===== src/rtl/common_dffcam_ctrl_pkg.sv =====
// Shared types for the DFF-CAM sequencing controller: FSM state encoding and op codes.
package common_dffcam_ctrl_pkg;

    typedef enum logic [1:0] {
        ST_IDLE  = 2'd0,
        ST_QUERY = 2'd1,
        ST_WRITE = 2'd2,
        ST_RESP  = 2'd3
    } state_e;

    localparam logic OP_INSERT = 1'b0;
    localparam logic OP_REMOVE = 1'b1;

endpackage


===== src/rtl/common_dffcam_ctrl_freesel.sv =====
// Lowest-index free entry finder: priority encoder over the inverted occupancy bitmap.
module common_dffcam_ctrl_freesel #(
    parameter int DEPTH = 8,
    parameter int AW    = $clog2(DEPTH)
) (
    input  logic [DEPTH-1:0] occ,
    output logic [AW-1:0]    free_idx,
    output logic             any_free
);

    // Scan high to low so the last assignment wins with the lowest free index.
    always_comb begin
        free_idx = '0;
        any_free = 1'b0;
        for (int i = DEPTH - 1; i >= 0; i--) begin
            if (!occ[i]) begin
                free_idx = AW'(i);
                any_free = 1'b1;
            end
        end
    end

endmodule


===== src/rtl/common_dffcam_ctrl_1q1w.sv =====
// Insert/remove sequencer for one DFF CAM; owns the occupancy bitmap.
// Define COMMON_DFFCAM_CTRL_REPLACE_EN for round-robin eviction when the table is full.
module common_dffcam_ctrl_1q1w
    import common_dffcam_ctrl_pkg::*;
#(
    parameter  int CAM_DEPTH = 8,
    parameter  int CAM_WIDTH = 8,
    localparam int AW        = $clog2(CAM_DEPTH),
    localparam int CW        = $clog2(CAM_DEPTH + 1)
) (
    input  logic                 clk,
    input  logic                 reset,
    input  logic                 req_valid,
    output logic                 req_ready,
    input  logic                 req_op,
    input  logic [CAM_WIDTH-1:0] req_key,
    output logic                 rsp_valid,
    input  logic                 rsp_ready,
    output logic [AW-1:0]        rsp_addr,
    output logic                 rsp_hit,
    output logic                 rsp_full,
    output logic [CW-1:0]        count,
    output logic [AW-1:0]        cam_addr,
    output logic                 cam_en,
    output logic                 cam_we,
    output logic [CAM_WIDTH-1:0] cam_din,
    output logic                 cam_din_valid,
    output logic [CAM_WIDTH-1:0] cam_qdata,
    input  logic [AW-1:0]        cam_qaddr,
    input  logic                 cam_qvalid
);

    state_e                 state_q, state_d;
    logic                   op_q, op_d;
    logic [CAM_WIDTH-1:0]   key_q, key_d;
    logic [CAM_DEPTH-1:0]   occ_q, occ_d;
    logic                   wr_q, wr_d;
    logic [AW-1:0]          waddr_q, waddr_d;
    logic                   wvalid_q, wvalid_d;
    logic [AW-1:0]          rsp_addr_q, rsp_addr_d;
    logic                   rsp_hit_q, rsp_hit_d;
    logic                   rsp_full_q, rsp_full_d;
    logic [AW-1:0]          free_idx;
    logic                   any_free;
`ifdef COMMON_DFFCAM_CTRL_REPLACE_EN
    logic [AW-1:0]          victim_q, victim_d;
`endif

    common_dffcam_ctrl_freesel #(
        .DEPTH (CAM_DEPTH),
        .AW    (AW)
    ) u_freesel (
        .occ      (occ_q),
        .free_idx (free_idx),
        .any_free (any_free)
    );

    always_comb begin
        state_d    = state_q;
        op_d       = op_q;
        key_d      = key_q;
        occ_d      = occ_q;
        wr_d       = wr_q;
        waddr_d    = waddr_q;
        wvalid_d   = wvalid_q;
        rsp_addr_d = rsp_addr_q;
        rsp_hit_d  = rsp_hit_q;
        rsp_full_d = rsp_full_q;
`ifdef COMMON_DFFCAM_CTRL_REPLACE_EN
        victim_d   = victim_q;
`endif
        case (state_q)
            ST_IDLE: begin
                if (req_valid) begin
                    op_d    = req_op;
                    key_d   = req_key;
                    state_d = ST_QUERY;
                end
            end
            ST_QUERY: begin
                state_d    = ST_WRITE;
                wr_d       = 1'b0;
                wvalid_d   = 1'b0;
                rsp_hit_d  = cam_qvalid;
                rsp_full_d = 1'b0;
                rsp_addr_d = '0;
                if (op_q == OP_INSERT) begin
                    if (cam_qvalid) begin
                        rsp_addr_d = cam_qaddr;
                    end else if (any_free) begin
                        wr_d       = 1'b1;
                        wvalid_d   = 1'b1;
                        waddr_d    = free_idx;
                        rsp_addr_d = free_idx;
                    end else begin
`ifdef COMMON_DFFCAM_CTRL_REPLACE_EN
                        wr_d       = 1'b1;
                        wvalid_d   = 1'b1;
                        waddr_d    = victim_q;
                        rsp_addr_d = victim_q;
                        victim_d   = (victim_q == AW'(CAM_DEPTH - 1)) ? '0 : victim_q + 1'b1;
`else
                        rsp_full_d = 1'b1;
`endif
                    end
                end else if (cam_qvalid) begin
                    wr_d       = 1'b1;
                    wvalid_d   = 1'b0;
                    waddr_d    = cam_qaddr;
                    rsp_addr_d = cam_qaddr;
                end
            end
            ST_WRITE: begin
                state_d = ST_RESP;
                // Bitmap tracks what the CAM latches on this same edge.
                if (wr_q) occ_d[waddr_q] = wvalid_q;
            end
            default: begin
                if (rsp_ready) state_d = ST_IDLE;
            end
        endcase
    end

    always_ff @(posedge clk or posedge reset) begin
        if (reset) begin
            state_q    <= ST_IDLE;
            op_q       <= OP_INSERT;
            key_q      <= '0;
            occ_q      <= '0;
            wr_q       <= 1'b0;
            waddr_q    <= '0;
            wvalid_q   <= 1'b0;
            rsp_addr_q <= '0;
            rsp_hit_q  <= 1'b0;
            rsp_full_q <= 1'b0;
        end else begin
            state_q    <= state_d;
            op_q       <= op_d;
            key_q      <= key_d;
            occ_q      <= occ_d;
            wr_q       <= wr_d;
            waddr_q    <= waddr_d;
            wvalid_q   <= wvalid_d;
            rsp_addr_q <= rsp_addr_d;
            rsp_hit_q  <= rsp_hit_d;
            rsp_full_q <= rsp_full_d;
        end
    end

`ifdef COMMON_DFFCAM_CTRL_REPLACE_EN
    always_ff @(posedge clk or posedge reset) begin
        if (reset) victim_q <= '0;
        else       victim_q <= victim_d;
    end
`endif

    always_comb begin
        count = '0;
        for (int i = 0; i < CAM_DEPTH; i++) count = count + CW'(occ_q[i]);
    end

    // cam_en decodes from state so an async reset kills it in the same cycle.
    assign cam_en        = (state_q == ST_WRITE) && wr_q;
    assign cam_we        = cam_en;
    assign cam_addr      = waddr_q;
    assign cam_din       = key_q;
    assign cam_din_valid = wvalid_q;
    assign cam_qdata     = key_q;
    assign req_ready     = (state_q == ST_IDLE);
    assign rsp_valid     = (state_q == ST_RESP);
    assign rsp_addr      = rsp_addr_q;
    assign rsp_hit       = rsp_hit_q;
    assign rsp_full      = rsp_full_q;

endmodule


===== config.mk =====
export PLATFORM = sky130hd
export DESIGN_NAME = common_dffcam_ctrl_1q1w
export DESIGN_NICKNAME = d
export VERILOG_FILES = /design/src/rtl/common_dffcam_ctrl_pkg.sv /design/src/rtl/common_dffcam_ctrl_freesel.sv /design/src/rtl/common_dffcam_ctrl_1q1w.sv
export SDC_FILE = /design/constraint.sdc
export NUM_CORES = 1
export LEC_CHECK = 0
export CAP_MARGIN = 20
export CORE_AREA = 2 2 68 70
export CTS_BUF_LIST = sky130_fd_sc_hd__clkbuf_8 sky130_fd_sc_hd__clkbuf_16
export CTS_CLUSTER_SIZE = 8
export DETAILED_ROUTE_END_ITERATION = 16
export DIE_AREA = 0 0 70 72
export GPL_ROUTABILITY_DRIVEN = 0
export GPL_TIMING_DRIVEN = 0
export HOLD_SLACK_MARGIN = 0.02
export PLACE_DENSITY_LB_ADDON = 0.15
export SYNTH_ARGS = -nofsm -noshare
export SYNTH_HDL_FRONTEND = slang
export SYNTH_SLANG_ARGS = --single-unit

===== constraint.sdc =====
create_clock -name clk -period 4.6 [get_ports clk]
set_clock_uncertainty 0.1 [all_clocks]
set_input_delay 0.46 -clock clk [delete_from_list [all_inputs] [get_ports clk]]
set_output_delay 0.46 -clock clk [all_outputs]
set_load 0.05 [all_outputs]

==> results of run 1 <==
[worst min path at each step]
stage	startpoint	end	cells past startpoint
floorplan	wr_q	wr_q	1
global placement	rsp_addr[1]	rsp_addr[1]	1
detailed placement	rsp_addr[1]	rsp_addr[1]	1
CTS	cam_qvalid	rsp_addr[0]	3
global route	reset	cam_din[3]	2
finish	reset	cam_din[1]	2
[worst max-delay path, stage by stage, from the launching register on]
cell	delay, ns
dfrtp_1	0.44
fa_1	0.54
inv_1	0.05
fa_1	0.49
fa_1	0.40
inv_1	0.07
ha_1	0.17
inv_1	0.07
fa_1	0.38
xnor2_1	0.14
clkdlybuf4s50_1	0.81
[cells by family after synthesis]
| group | after synthesis |
|---|---|
| AND/OR/NAND/NOR | 32 |
| multiplexers | 15 |
| XOR/XNOR | 1 |
| buffers and inverters | 28 |
| flip-flops | 29 |
| AO/OA/AOI/OAI | 35 |
| adder cells (fa/ha/maj) | 12 |
[area by class of cell]
type	count	area, sq um	share of cell area
timing repair buffer	49	508	0.217
clock buffer	7	96.3	0.0412
clock inverter	1	5.00	0.00214
tap	52	65.1	0.0278
buffer	11	82.6	0.0353
sequential	29	726	0.310
inverter	17	63.8	0.0273
multi-input combinational	95	795	0.339
[cells in the mapped netlist (all sizes together), types with 2 or more instances]
cell type / instances / area share
buf: 10 / 0.047
nor3: 2 / 0.0060
fa: 4 / 0.048
nor2: 3 / 0.0068
a31oi: 2 / 0.0075
inv: 17 / 0.038
ha: 8 / 0.060
nand2b: 5 / 0.019
o31ai: 8 / 0.036
or2b: 2 / 0.0090
and4: 2 / 0.013
o21ai: 9 / 0.027
nand2: 12 / 0.032
mux2: 15 / 0.11
dfrtp: 29 / 0.44
a21o: 2 / 0.0098
a21oi: 5 / 0.015
[routing by layer]
metal  share of wire  vias to the layer above  track usage
met5               0                        -            0
met4          0.0095                        0       0.0449
met3           0.048                        4       0.0375
met2            0.51                       33        0.260
met1            0.43                      627        0.176
li1                -                      629            -
[registers in the layout, summed over array words and instances, names as in the netlist]
name,count
cam_din,8
occ_q,8
cam_addr,3
rsp_addr,3
state_q,2
cam_din_valid,1
op_q,1
rsp_full,1
rsp_hit,1
wr_q,1
[cell usage in the layout, fill, tap and decap left out, drive strengths merged, types with 2 or more instances in the layout]
cell	count
a21o	2
a21oi	5
a31oi	2
and4	2
buf	11
clkbuf	8
clkdlybuf4s50	48
dfrtp	29
fa	4
ha	8
inv	17
mux2	15
nand2	12
nand2b	5
nor2	3
nor3	2
o21ai	9
o31ai	8
or2b	2
[metrics by stage]
step	worst slack, ns	cell area (sq um)	hold slack (ns)	util	instances
floorplan	0.727	1670	0.353	-	152
global placement	0.534	2210	0.364	0.519	252
detailed placement	0.495	2210	0.377	0.519	252
CTS	0.184	2310	0.363	0.543	260
global route	0.0659	2340	0.341	0.549	261
finish	0.212	2340	0.318	0.549	261
==> results_dict.tcl, run 1 <==
set metrics [dict create \
    status "complete, no violations" \
    num_rows 24 \
    cts_buffers 5 \
    hold_path_class "input pin to asynchronous set/reset pin" \
    dp_hpwl_microns 2810 \
    hold_violations 0 \
    async_reset_ff_frac 1.00 \
    r2r_setup_slack_ns 2.75 \
    endpoint "count[2]" \
    slew_headroom 0.663 \
    arrival_ns 3.83 \
    fin_crit_sh 0.954 \
    diodes 0 \
    core_sq_um 4260 \
    synth-seq-cells 29 \
    root_buffer "clkbuf_8" \
    clockBufferDepth 2 \
    critPathCaptureType "output pin" \
    r2r-start "state_q[0]" \
    htreeDepth 2 \
    nets 237 \
    grt_pass1_wl_microns 5870 \
    rsz0062_at_grt "false" \
    viasPerCell 4.95 \
    cp_max_fo 5 \
    die_y_microns 72 \
    required_ns 4.04 \
    vias 1293 \
    portBuffers 48 \
    synth_edf_count 0 \
    synth_compound_area_frac 0.145 \
    r2r_cells 6 \
    synth_seq_area_share 0.435 \
    finalMaxSlewViolations 0 \
    synth-simple-area-share 0.110 \
    startpoint "occ_q[0]" \
    die_area_sq_um 5040 \
    yosys_warnings 0 \
    synth_cell_type_count 39 \
    post_cts_buffers 0 \
    clk_latency_ns 0.27 \
    synthFlopType "dfrtp_1" \
    syn_area_sq_um 1670 \
    first_iter_violations 39 \
    crit_path_start_kind "register" \
    critPathKind "register to output pin" \
    final.fill_count 365 \
    syn-num-nets 181 \
    fmax_mhz 228 \
    period_needed_ns 4.39 \
    antenna_found_initial 0 \
    worst_pin_slew_ns 0.504 \
    first_global_vias 1250 \
    max_cap_viol_count 0 \
    boundaryPins 50 \
    numClockSinks 29 \
    grt_max_degree 30 \
    synthesis.instances 152 \
    synth_fa_ha_area_frac 0.108 \
    cts_tree "built" \
    synth_top_family_by_area "compound AO/OA/AOI/OAI gates" \
    synth-xor-area-share 0.00526 \
    synth_mux_area_frac 0.108 \
    initial_core_util 0.391 \
    post-route-drc-count 0 \
    postRouteAntennaNets 0 \
    overflow 0 \
    tns_ns 0 \
    r2r-end "occ_q[1]" \
    hold_buffers 0 \
    wl_per_cell_microns 13.8 \
    setup_viol 0 \
    drt_wl_total_microns 3590 \
    drive_gt1_frac 0.191 \
    post_cts_resized 0 \
    synth.avg_cell_area_sq_um 11.0 \
    path_clk_slew_ns 0.06 \
    area_delta_synth_final_pct 40.5 \
    drtPass1Iterations 4 \
    die_w_microns 70 \
    grt_usage 0.147 \
]
Power of run 1 is not shown: default switching activity piles up to over one toggle a cycle in this logic, so the estimate is an artifact.
==> inputs of run 2 (changes only) <==
- CELL_PAD_IN_SITES_DETAIL_PLACEMENT: not set -> 1
- CELL_PAD_IN_SITES_GLOBAL_PLACEMENT: not set -> 2
- CORE_AREA: 2 2 68 70 -> 2 2 77 79
- DIE_AREA: 0 0 70 72 -> 0 0 79 81
- clock period: 4.6 -> 5.51 ns (I/O delays scaled with it)
==> results_dict.tcl, run 2 (same netlist as run 1, synthesis figures left out) <==
set metrics [dict create \
    viasPerCell 4.61 \
    die_y_microns 81 \
    post-route-drc-count 0 \
    crit_path_start_kind "register" \
    path_clk_slew_ns 0.06 \
    cp_max_fo 5 \
    initial_core_util 0.294 \
    root_buffer "clkbuf_8" \
    clockBufferDepth 2 \
    first_iter_violations 36 \
    max_cap_viol_count 0 \
    fmax_mhz 222 \
    drtPass1Iterations 4 \
    hold_violations 0 \
    worst_path_most_repeated_cell "fa_1" \
    boundaryPins 50 \
    slew_headroom 0.649 \
    finalMaxSlewViolations 0 \
    r2r_setup_slack_ns 3.63 \
    worst_pin_slew_ns 0.526 \
    layout_common_cells "clkdlybuf4s50_1 (48), dfrtp_1 (29), inv_1 (18)" \
    grt_pass1_wl_microns 6710 \
    wl_per_cell_microns 14.2 \
    cts_buffers 5 \
    overflow 0 \
    tns_ns 0 \
    post_cts_resized 0 \
    grt_max_degree 20 \
    post_cts_buffers 0 \
    crit_path_cell_trace "fa_1, inv_1, fa_1, fa_1, inv_1, ha_1, inv_1, fa_1, xnor2_1, clkdlybuf4s50_1" \
    core_sq_um 5680 \
    antenna_found_initial 0 \
    setup_viol 0 \
    die_area_sq_um 6400 \
    place_inst 276 \
    hold_path_class "register to register" \
    required_ns 4.86 \
    area_delta_synth_final_pct 41.1 \
    rsz0062_at_grt "false" \
    die_w_microns 79 \
    dp_hpwl_microns 3190 \
    numClockSinks 29 \
    diodes 0 \
    nets 237 \
    clk_latency_ns 0.28 \
    drive_gt1_frac 0.187 \
    htreeDepth 2 \
    cts_tree "built" \
    cpPeakStageDelay_ns 0.82 \
    layout_commonest_cell "clkdlybuf4s50_1" \
    num_rows 28 \
    first_global_vias 1385 \
    portBuffers 48 \
    critPathCaptureType "output pin" \
    fin_util 0.414 \
    period_needed_ns 4.51 \
    arrival_ns 3.86 \
    status "complete, no violations" \
    grt_usage 0.139 \
    drt_wl_total_microns 4050 \
    hold_buffers 0 \
    critPathKind "register to output pin" \
    crit_path_top_delay_cell "clkdlybuf4s50_1" \
    vias 1310 \
    final-instance-count-excl-fill 284 \
    fin_crit_sh 0.818 \
    postRouteAntennaNets 0 \
]
run 2: changes by cell type in the layout (fill, tap and decap cells not counted):
cell	before	now
inv_1	17	18
clkinv_2	1	2
clkbuf_8	7	5
run 2: routing by layer:
metal | vias up | wire length [microns] | global-route usage
li1 | 631 | - | -
met1 | 643 | 1810 | 0.176
met2 | 30 | 1980 | 0.224
met3 | 6 | 187 | 0.0389
met4 | 0 | 66 | 0.0552
met5 | - | 0 | 0
run 2: final cells by class:
class | count | area (sq um)
Timing Repair Buffer | 49 | 508
Clock inverter | 3 | 13.8
Inverter | 17 | 63.8
Tap cell | 75 | 93.8
Multi-Input combinational cell | 95 | 795
Sequential cell | 29 | 726
Fill cell | 660 | 3320
Buffer | 11 | 82.6
Clock buffer | 5 | 68.8
run 2: worst max-delay path, delay by kind of cell (launching register included):
family                   cells  cell delay (ns)
flip-flops                   1             0.45
XOR/XNOR                     1             0.16
adder cells (fa/ha/maj)      5             1.97
buffers and inverters        4             0.99
run 2: per-stage QoR:
step / hold WS (ns) / instance area (sq um) / worst slack [ns]
after CTS: 0.386 / 2350 / 0.950
after floorplan: 0.353 / 1670 / 1.55
after detailed placement: 0.370 / 2270 / 1.25
after global placement: 0.366 / 2240 / 1.33
after global routing: 0.415 / 2350 / 0.859
final: 0.382 / 2350 / 1.00
run 2: worst paths after layout:
check | cells after the start | start | to
hold / removal | 1 | rsp_addr[1] | rsp_addr[1]
min in group asynchronous | 2 | reset | rsp_addr[1]
hold reg to reg | 1 | rsp_addr[1] | rsp_addr[1]
setup / recovery | 10 | occ_q[0] | count[2]
max in group asynchronous | 3 | reset | occ_q[0]
setup reg to reg | 6 | state_q[0] | occ_q[1]
Power of run 2 is left out for the same reason.
